### src/rtl/winograd_pkg.sv
// Shared constants and types for the Winograd F(4x4,3x3) output-transform blocks.
package winograd_pkg;

  localparam int unsigned TILE_IN  = 6;
  localparam int unsigned TILE_OUT = 4;
  localparam int unsigned DATA_W   = 64;

  typedef logic signed [DATA_W-1:0] wg_word_t;

  typedef enum logic [1:0] {
    LOAD,
    COL,
    OUT
  } post2d_state_t;

endpackage

### src/rtl/Winograd_Post_Transform_1D.sv
// Combinational 1-D Winograd output transform y = A^T * d for F(4,3); all arithmetic wraps mod 2^64.
module Winograd_Post_Transform_1D
  import winograd_pkg::*;
(
  input  wg_word_t [TILE_IN-1:0]  d,
  output wg_word_t [TILE_OUT-1:0] y
);

  wg_word_t s12, d12, s34, d34;

  always_comb begin
    s12  = d[1] + d[2];
    d12  = d[1] - d[2];
    s34  = d[3] + d[4];
    d34  = d[3] - d[4];
    y[0] = d[0] + s12 + s34;
    y[1] = d12 + (d34 << 1);
    y[2] = s12 + (s34 << 2);
    y[3] = d12 + (d34 << 3) + d[5];
  end

endmodule

### src/rtl/winograd_post_transform_2d.sv
// Sequential 2-D Winograd output transform Y = A^T * M * A: row pass on load, one column per cycle,
// then the 4x4 result is streamed out one row per handshake.
module winograd_post_transform_2d #(
  parameter int unsigned DATA_W = 64
) (
  input  logic                                             clk,
  input  logic                                             rst,
  input  logic                                             in_valid,
  output logic                                             in_ready,
  input  logic [winograd_pkg::TILE_IN-1:0][DATA_W-1:0]     in_row,
  output logic                                             out_valid,
  input  logic                                             out_ready,
  output logic [winograd_pkg::TILE_OUT-1:0][DATA_W-1:0]    out_row,
  output logic                                             out_last,
  output logic                                             busy
);
  import winograd_pkg::*;

  post2d_state_t state_q, state_d;
  logic [2:0]    row_q;
  logic [1:0]    col_q, out_q;
  logic          last_row;

  wg_word_t [TILE_OUT-1:0] t_q [TILE_IN];
  wg_word_t [TILE_OUT-1:0] y_q [TILE_OUT];
  wg_word_t [TILE_OUT-1:0] row_res, col_res;
  wg_word_t [TILE_IN-1:0]  col_in;

  Winograd_Post_Transform_1D u_row_pass (
    .d (in_row),
    .y (row_res)
  );

  Winograd_Post_Transform_1D u_col_pass (
    .d (col_in),
    .y (col_res)
  );

  always_comb begin
    col_in = '0;
    for (int r = 0; r < TILE_IN; r++) begin
      col_in[r] = t_q[r][col_q];
    end
  end

  assign last_row = (row_q == 3'(TILE_IN - 1));
  assign busy     = !(state_q == LOAD && row_q == 3'd0);

  always_comb begin
    state_d   = state_q;
    in_ready  = 1'b0;
    out_valid = 1'b0;
    out_last  = 1'b0;
    out_row   = '0;
    unique case (state_q)
      LOAD: begin
        in_ready = 1'b1;
        if (in_valid && last_row) state_d = COL;
      end
      COL: begin
        if (col_q == 2'(TILE_OUT - 1)) state_d = OUT;
      end
      OUT: begin
        out_valid = 1'b1;
        out_row   = y_q[out_q];
        out_last  = (out_q == 2'(TILE_OUT - 1));
        if (out_ready && out_last) state_d = LOAD;
      end
      default: state_d = LOAD;
    endcase
  end

  // Counters wrap to zero naturally at the end of each phase, so LOAD always restarts clean.
  always_ff @(posedge clk) begin
    if (rst) begin
      state_q <= LOAD;
      row_q   <= '0;
      col_q   <= '0;
      out_q   <= '0;
    end else begin
      state_q <= state_d;
      if (in_ready && in_valid) row_q <= last_row ? 3'd0 : row_q + 3'd1;
      if (state_q == COL) col_q <= col_q + 2'd1;
      if (out_valid && out_ready) out_q <= out_q + 2'd1;
    end
  end

  always_ff @(posedge clk) begin
    if (in_ready && in_valid) t_q[row_q] <= row_res;
    if (state_q == COL) begin
      for (int i = 0; i < TILE_OUT; i++) begin
        y_q[i][col_q] <= col_res[i];
      end
    end
  end

endmodule

### config.mk
export PLATFORM = sky130hd
export DESIGN_NAME = winograd_post_transform_2d
export DESIGN_NICKNAME = d
export VERILOG_FILES = /design/src/rtl/winograd_pkg.sv /design/src/rtl/Winograd_Post_Transform_1D.sv /design/src/rtl/winograd_post_transform_2d.sv
export SDC_FILE = /design/constraint.sdc
export NUM_CORES = 2
export LEC_CHECK = 0
export BUFFER_PORTS_ARGS = -buffer_cell sky130_fd_sc_hd__buf_2
export CORE_MARGIN = 2
export CORE_UTILIZATION = 44
export CTS_CLUSTER_DIAMETER = 120
export DETAILED_ROUTE_END_ITERATION = 16
export SLEW_MARGIN = 20
export SYNTH_ARGS = -nofsm -noshare
export SYNTH_HDL_FRONTEND = slang
export SYNTH_SLANG_ARGS = --single-unit
### constraint.sdc
create_clock -name clk -period 35 [get_ports clk]
set_input_delay 7 -clock clk [delete_from_list [all_inputs] [get_ports clk]]
set_output_delay 7 -clock clk [all_outputs]
set_load 0.01 [all_outputs]
# Word level (Yosys, flattened, before mapping)
# Memories as Yosys holds them, arrays and structs flattened. A register that Yosys moved wholly into a read port is not among the register bits.
# Cells that the tools add are included.
[word_totals]
regBits = 9
latchBits = 0
mem_bits_rw = 2560
mem_bits_ro = 0
input_bits = 388
output_inout_bits = 260
word_cells = 78
memories = 2
[op_classes]
add_sub_neg = 23
mul = 0
div_mod_pow = 0
magnitude_cmp = 2
n_eq_ne = 8
shifts = 0
mux = 29
n_bitwise = 0
n_reduce_logical = 10
[mem_list]
columns = ["memory", "words", "word_bits", "rd", "rd_ports_with_merged_regs", "wr", "line", "rtl"]
rows = [
  ["t_q", 6, 256, 6, 0, 1, "winograd_post_transform_2d.sv:24", "wg_word_t [TILE_OUT-1:0] t_q [TILE_IN];"],
  ["y_q", 4, 256, 1, 1, 4, "winograd_post_transform_2d.sv:25", "wg_word_t [TILE_OUT-1:0] y_q [TILE_OUT];"],
]
[ops]
columns = ["cell", "count"]
rows = [
  ["adder 64 bit", 16],
  ["binary-select mux 64 bit (select 2 bit)", 6],
  ["two-way mux 256 bit", 2],
  ["two-way mux 64 bit", 7],
  ["demux 64 bit (select 2 bit)", 1],
  ["subtractor 64 bit", 2],
  ["subtractor 63 bit", 2],
  ["two-way mux 2 bit", 5],
  ["equality test 2 bit, second input constant", 3],
  ["logical AND 1 bit", 6],
  ["two-way mux 1 bit", 6],
  ["case mux 2 bit (3 select lines)", 1],
  ["adder 2 x 1 -> 2 bit, second input constant", 2],
  ["!= test 2 bit, second input constant", 2],
  ["adder 3 x 1 -> 3 bit, second input constant", 1],
  ["equality test 3 bit, second input constant", 1],
  ["logical NOT 3 bit", 1],
  ["< comparator 2 x 3 -> 1 bit, second input constant", 1],
  ["two-way mux 3 bit", 1],
  ["AND reduction 3 bit", 1],
  ["equality test 2 x 1 -> 1 bit, second input constant", 1],
  [">= comparator 2 x 1 -> 1 bit, second input constant", 1],
  ["logical NOT 2 bit", 1],
  ["!= test 2 x 1 -> 1 bit, second input constant", 1],
  ["logical NOT 1 bit", 1],
]

# Logic depth before layout (Yosys ltp)
[logic_depth]
ltp_word = 5
ltp_mapped = 44
depth_no_buf = 41

# Modules after synthesis
# A second synthesis with hierarchy kept.
[hier_totals]
cells_unflattened = 12756
area_unflattened_um2 = 155390.3
[by_module_without_submodules]
columns = ["mod", "instances", "cells_each", "area_per_inst_um2", "seq_area_each_um2"]
rows = [
  ["winograd_post_transform_2d", 1, 3978, 94054.0, 77093.9],
  ["Winograd_Post_Transform_1D at u_col_pass", 1, 4544, 31302.5, 0.0],
  ["Winograd_Post_Transform_1D at u_row_pass", 1, 4234, 30033.8, 0.0],
]

# Worst setup path after synthesis
# Ideal clock, no wire load.
[synth_path]
kind = "input -> register"
startpoint = "in in_valid"
endpoint = "mem t_q[1][0] (netlist name), enable pin"
setup_ns = 1.188
arrival_time_ns = 24.376
required_ns = 33.812
path_slack_ns = 9.436
path_stages = 2
n_path_buf = 0
path_cell_list = "nand3_1 -> nor3_1"
[synth_between]
elab_chain_cells = 3
[synth_rtl]
columns = ["item", "line", "rtl"]
rows = [
  ["start: declaration", "winograd_post_transform_2d.sv:8", "input logic in_valid,"],
  ["logical AND 1 bit", "winograd_post_transform_2d.sv:89", "if (in_ready && in_valid) t_q[row_q] <= row_res;"],
  ["two-way mux 1 bit", "winograd_post_transform_2d.sv:89", ""],
  ["two-way mux 1 bit (not written as such)", "winograd_post_transform_2d.sv:89", ""],
  ["end: declaration", "winograd_post_transform_2d.sv:24", ""],
]
# Every way passes these cells.

==> metrics.txt <==
outcome=finished clean; via count=103000; register area share after synthesis=about half; Final Hold Viols=0; PortBufs=between 600 and 700; critical path type=in -> reg; Max Cap Viol=0; pwr/cell area=around 88 mW/mm2; WL per Instance=around 26 um; Die Y-Extent=about 590 um; crit end category=register; TNS Setup=0 ps; final setup margin=between 15000 and 20000 ps; vias in the first global route=102000; startpoint class of the critical path=input port; H-tree depth=4; setup repair bufs after CTS=0; commonest non-fill, non-tap cell in the layout=edfxtp_1; Final Skew=between 100 and 150 ps; Overall Power=roughly 15 mW; Synth area leader=edfxtp_1; DRT Wirelength=about 460000 um; Root Buffer=clkbuf_16; Antenna Nets Post-Route=0; Final Cycle Share=43.7%; post-synthesis cell count=12200; Synthesized Nets=between 10000 and 15000; TritonCTS Buffers=~240; antenna violations before repair=40; Fmax=approximately 0.065 GHz; P&R area growth vs syn=10.5%; CP required=roughly 36000 ps; Die X=593 um; DR iter-0 viols=between 10000 and 15000; DRC=0; Pins Over Slew Limit=0; worst rel slew slack=about 15%; Largest stage delay, worst path=a little over 700 ps; min Tclk post-route=roughly 15000 ps; Hold Path Class=reg -> reg; Post-synth EDFFs=2550; clock sinks=roughly 2600; fin util=around half; gr ovfl total=0; first drt pass iteration count=6; Via-to-Cell Ratio=between 5 and 6; die area=approximately 0.35 mm2; crit path DAT=15960 ps; Final #Nets=between 10000 and 15000; layout cell share with drive strength beyond 1=approximately 14%; Final Setup Violations=0; main area contributors after synthesis=edfxtp_1 50%, mux4_2 9.3%, ha_1 8.2%; Netlist Area Pre-Place=0.153 mm2; GP Congestion=around 0.97; largest net degree at the start of global routing=about 160; Syn Area/Cell=around 13 um2; Worst Max-Slew Pin Slew=between 1000 and 1500 ps; first-pass GRT wire length=approximately 670000 um; yosys warns=0; Cell Rows=about 220; most frequent cells in the layout=2550 x edfxtp_1, 1180 x inv_1, 1007 x ha_1; Synth Flop Type=edfxtp_1; CP max-delay cell=o31ai_1; post-synth top area share=50.1%; Post-DP HPWL=~370000 um; post-cts gate resize count=0; CORE AREA=between 0.3 and 0.4 mm2; starting density of the core=44.2%; CTS tree=built; maximum clock path buffer count=4; number of distinct library cells after synthesis=109; r2r setup slk=between 20000 and 25000 ps; ys async rst share=0%; RSZ-0062 raised after global routing=false; Yosys reg bits=2561; worst vdd ir=about 0.065 mV; clk_lat worst skew=about 930 ps; CTS hold repair buffers=0; Lkg Pwr=roughly 64 nW; clock-pin slew on the worst setup and hold paths=~60 ps; All-Layer GR Usage=25.7%; I/O Pins=~650; pre-CTS setup slack=between 15000 and 20000 ps; CP max FO=11
[layer usage]
layer	share of wire (%)	track usage, %	vias to the layer above
met3	7.7	3.35	516
met2	41	36.2	4206
li1	-	-	46200
met1	49	41.7	52200
met4	2.3	5.71	22
met5	0.026	0	-
[kinds of logic (layout without fill, tap and decap cells)]
| group | Yosys count | in the layout | synth area share (%) |
|---|---|---|---|
| buffers and inverters | 1611 | 2341 | 3.98 |
| AND/OR/NAND/NOR | 2402 | 2402 | 7.74 |
| flip-flops | 2561 | 2561 | 50.2 |
| AO/OA/AOI/OAI | 2741 | 2741 | 11.4 |
| other | 0 | 7 | 0 |
| XOR/XNOR | 986 | 986 | 5.69 |
| adder cells (fa/ha/maj) | 1268 | 1268 | 11.6 |
| multiplexers | 642 | 642 | 9.35 |
[critical path, delay by kind of cell]
| kind | cells | cell delay (ps) |
|---|---|---|
| AOI/OAI and AO/OA | 17 | 5120 |
| adders and majority gates | 3 | 1330 |
| and+or+nand+nor | 7 | 1330 |
| xor gates and xnor gates | 4 | 980 |
| buffers and inverters | 2 | 150 |
[power breakdown]
part / internal (mW) / switching [mW]
Clock: 1.52 / 1.11
Combinational: 2.13 / 5.04
Sequential: 5.04 / 0.0507
Total: 8.69 / 6.20
[final cells by class]
class	instances	area, um2
inverters	1192	4480
clock buffers	266	6080
fillers	30500	177000
diodes	7	17.5
clock inverters	166	1840
repair buffers	717	3850
multi-input cells	8039	70100
flip-flops and latches	2561	76800
well taps	4578	5730
[state kept, by name (all words and copies together) (netlist names), named ones only]
name / count
t_q: 1530
y_q: 1020
col_q: 2
out_q: 2
state_q: 2
row_q: 3
[through the flow]
step                      cell area (um2)  instances  hold WS [ps]
after floorplan                    153000      12200           454
after global placement             161000      17100           452
after detailed placement           161000      17100           477
after global routing               169000      17500           528
final                              169000      17500           481
after CTS                          169000      17500           486
[final timing paths]
check,startpoint,cells after the start,endpoint
max,in_row[75],33,t_q[2][63]
max reg2reg,col_q[1],31,y_q[0][247]
min,out_q[1],2,register
min reg2reg,out_q[1],2,register
[cells in the mapped netlist (20+ instances only)]
| cell | number |
|---|---|
| a21oi_1 | 964 |
| o41ai_1 | 21 |
| buf_1 | 99 |
| fa_1 | 250 |
| o21a_1 | 95 |
| buf_2 | 31 |
| a41oi_1 | 20 |
| a21boi_0 | 29 |
| a21o_1 | 369 |
| xor2_1 | 233 |
| nand2b_1 | 129 |
| o21bai_1 | 235 |
| edfxtp_1 | 2550 |
| o21ai_0 | 445 |
| a211o_1 | 28 |
| xnor2_1 | 748 |
| o211ai_1 | 38 |
| nor2b_1 | 127 |
| mux4_2 | 628 |
| nor4_1 | 43 |
| o31ai_1 | 66 |
| nor2_1 | 775 |
| ha_1 | 1007 |
| nor3_1 | 143 |
| clkbuf_1 | 288 |
| nand2_1 | 411 |
| inv_1 | 1181 |
| o21ai_1 | 25 |
| and2_1 | 297 |
| or3_1 | 38 |
| and3_1 | 75 |
| a2111oi_0 | 20 |
| a31oi_1 | 76 |
| nand3_1 | 171 |
| or2_2 | 29 |
| a221oi_1 | 30 |
| nand4_1 | 86 |
| a211oi_1 | 70 |
Note: power is estimated with default switching activity, not from simulation.
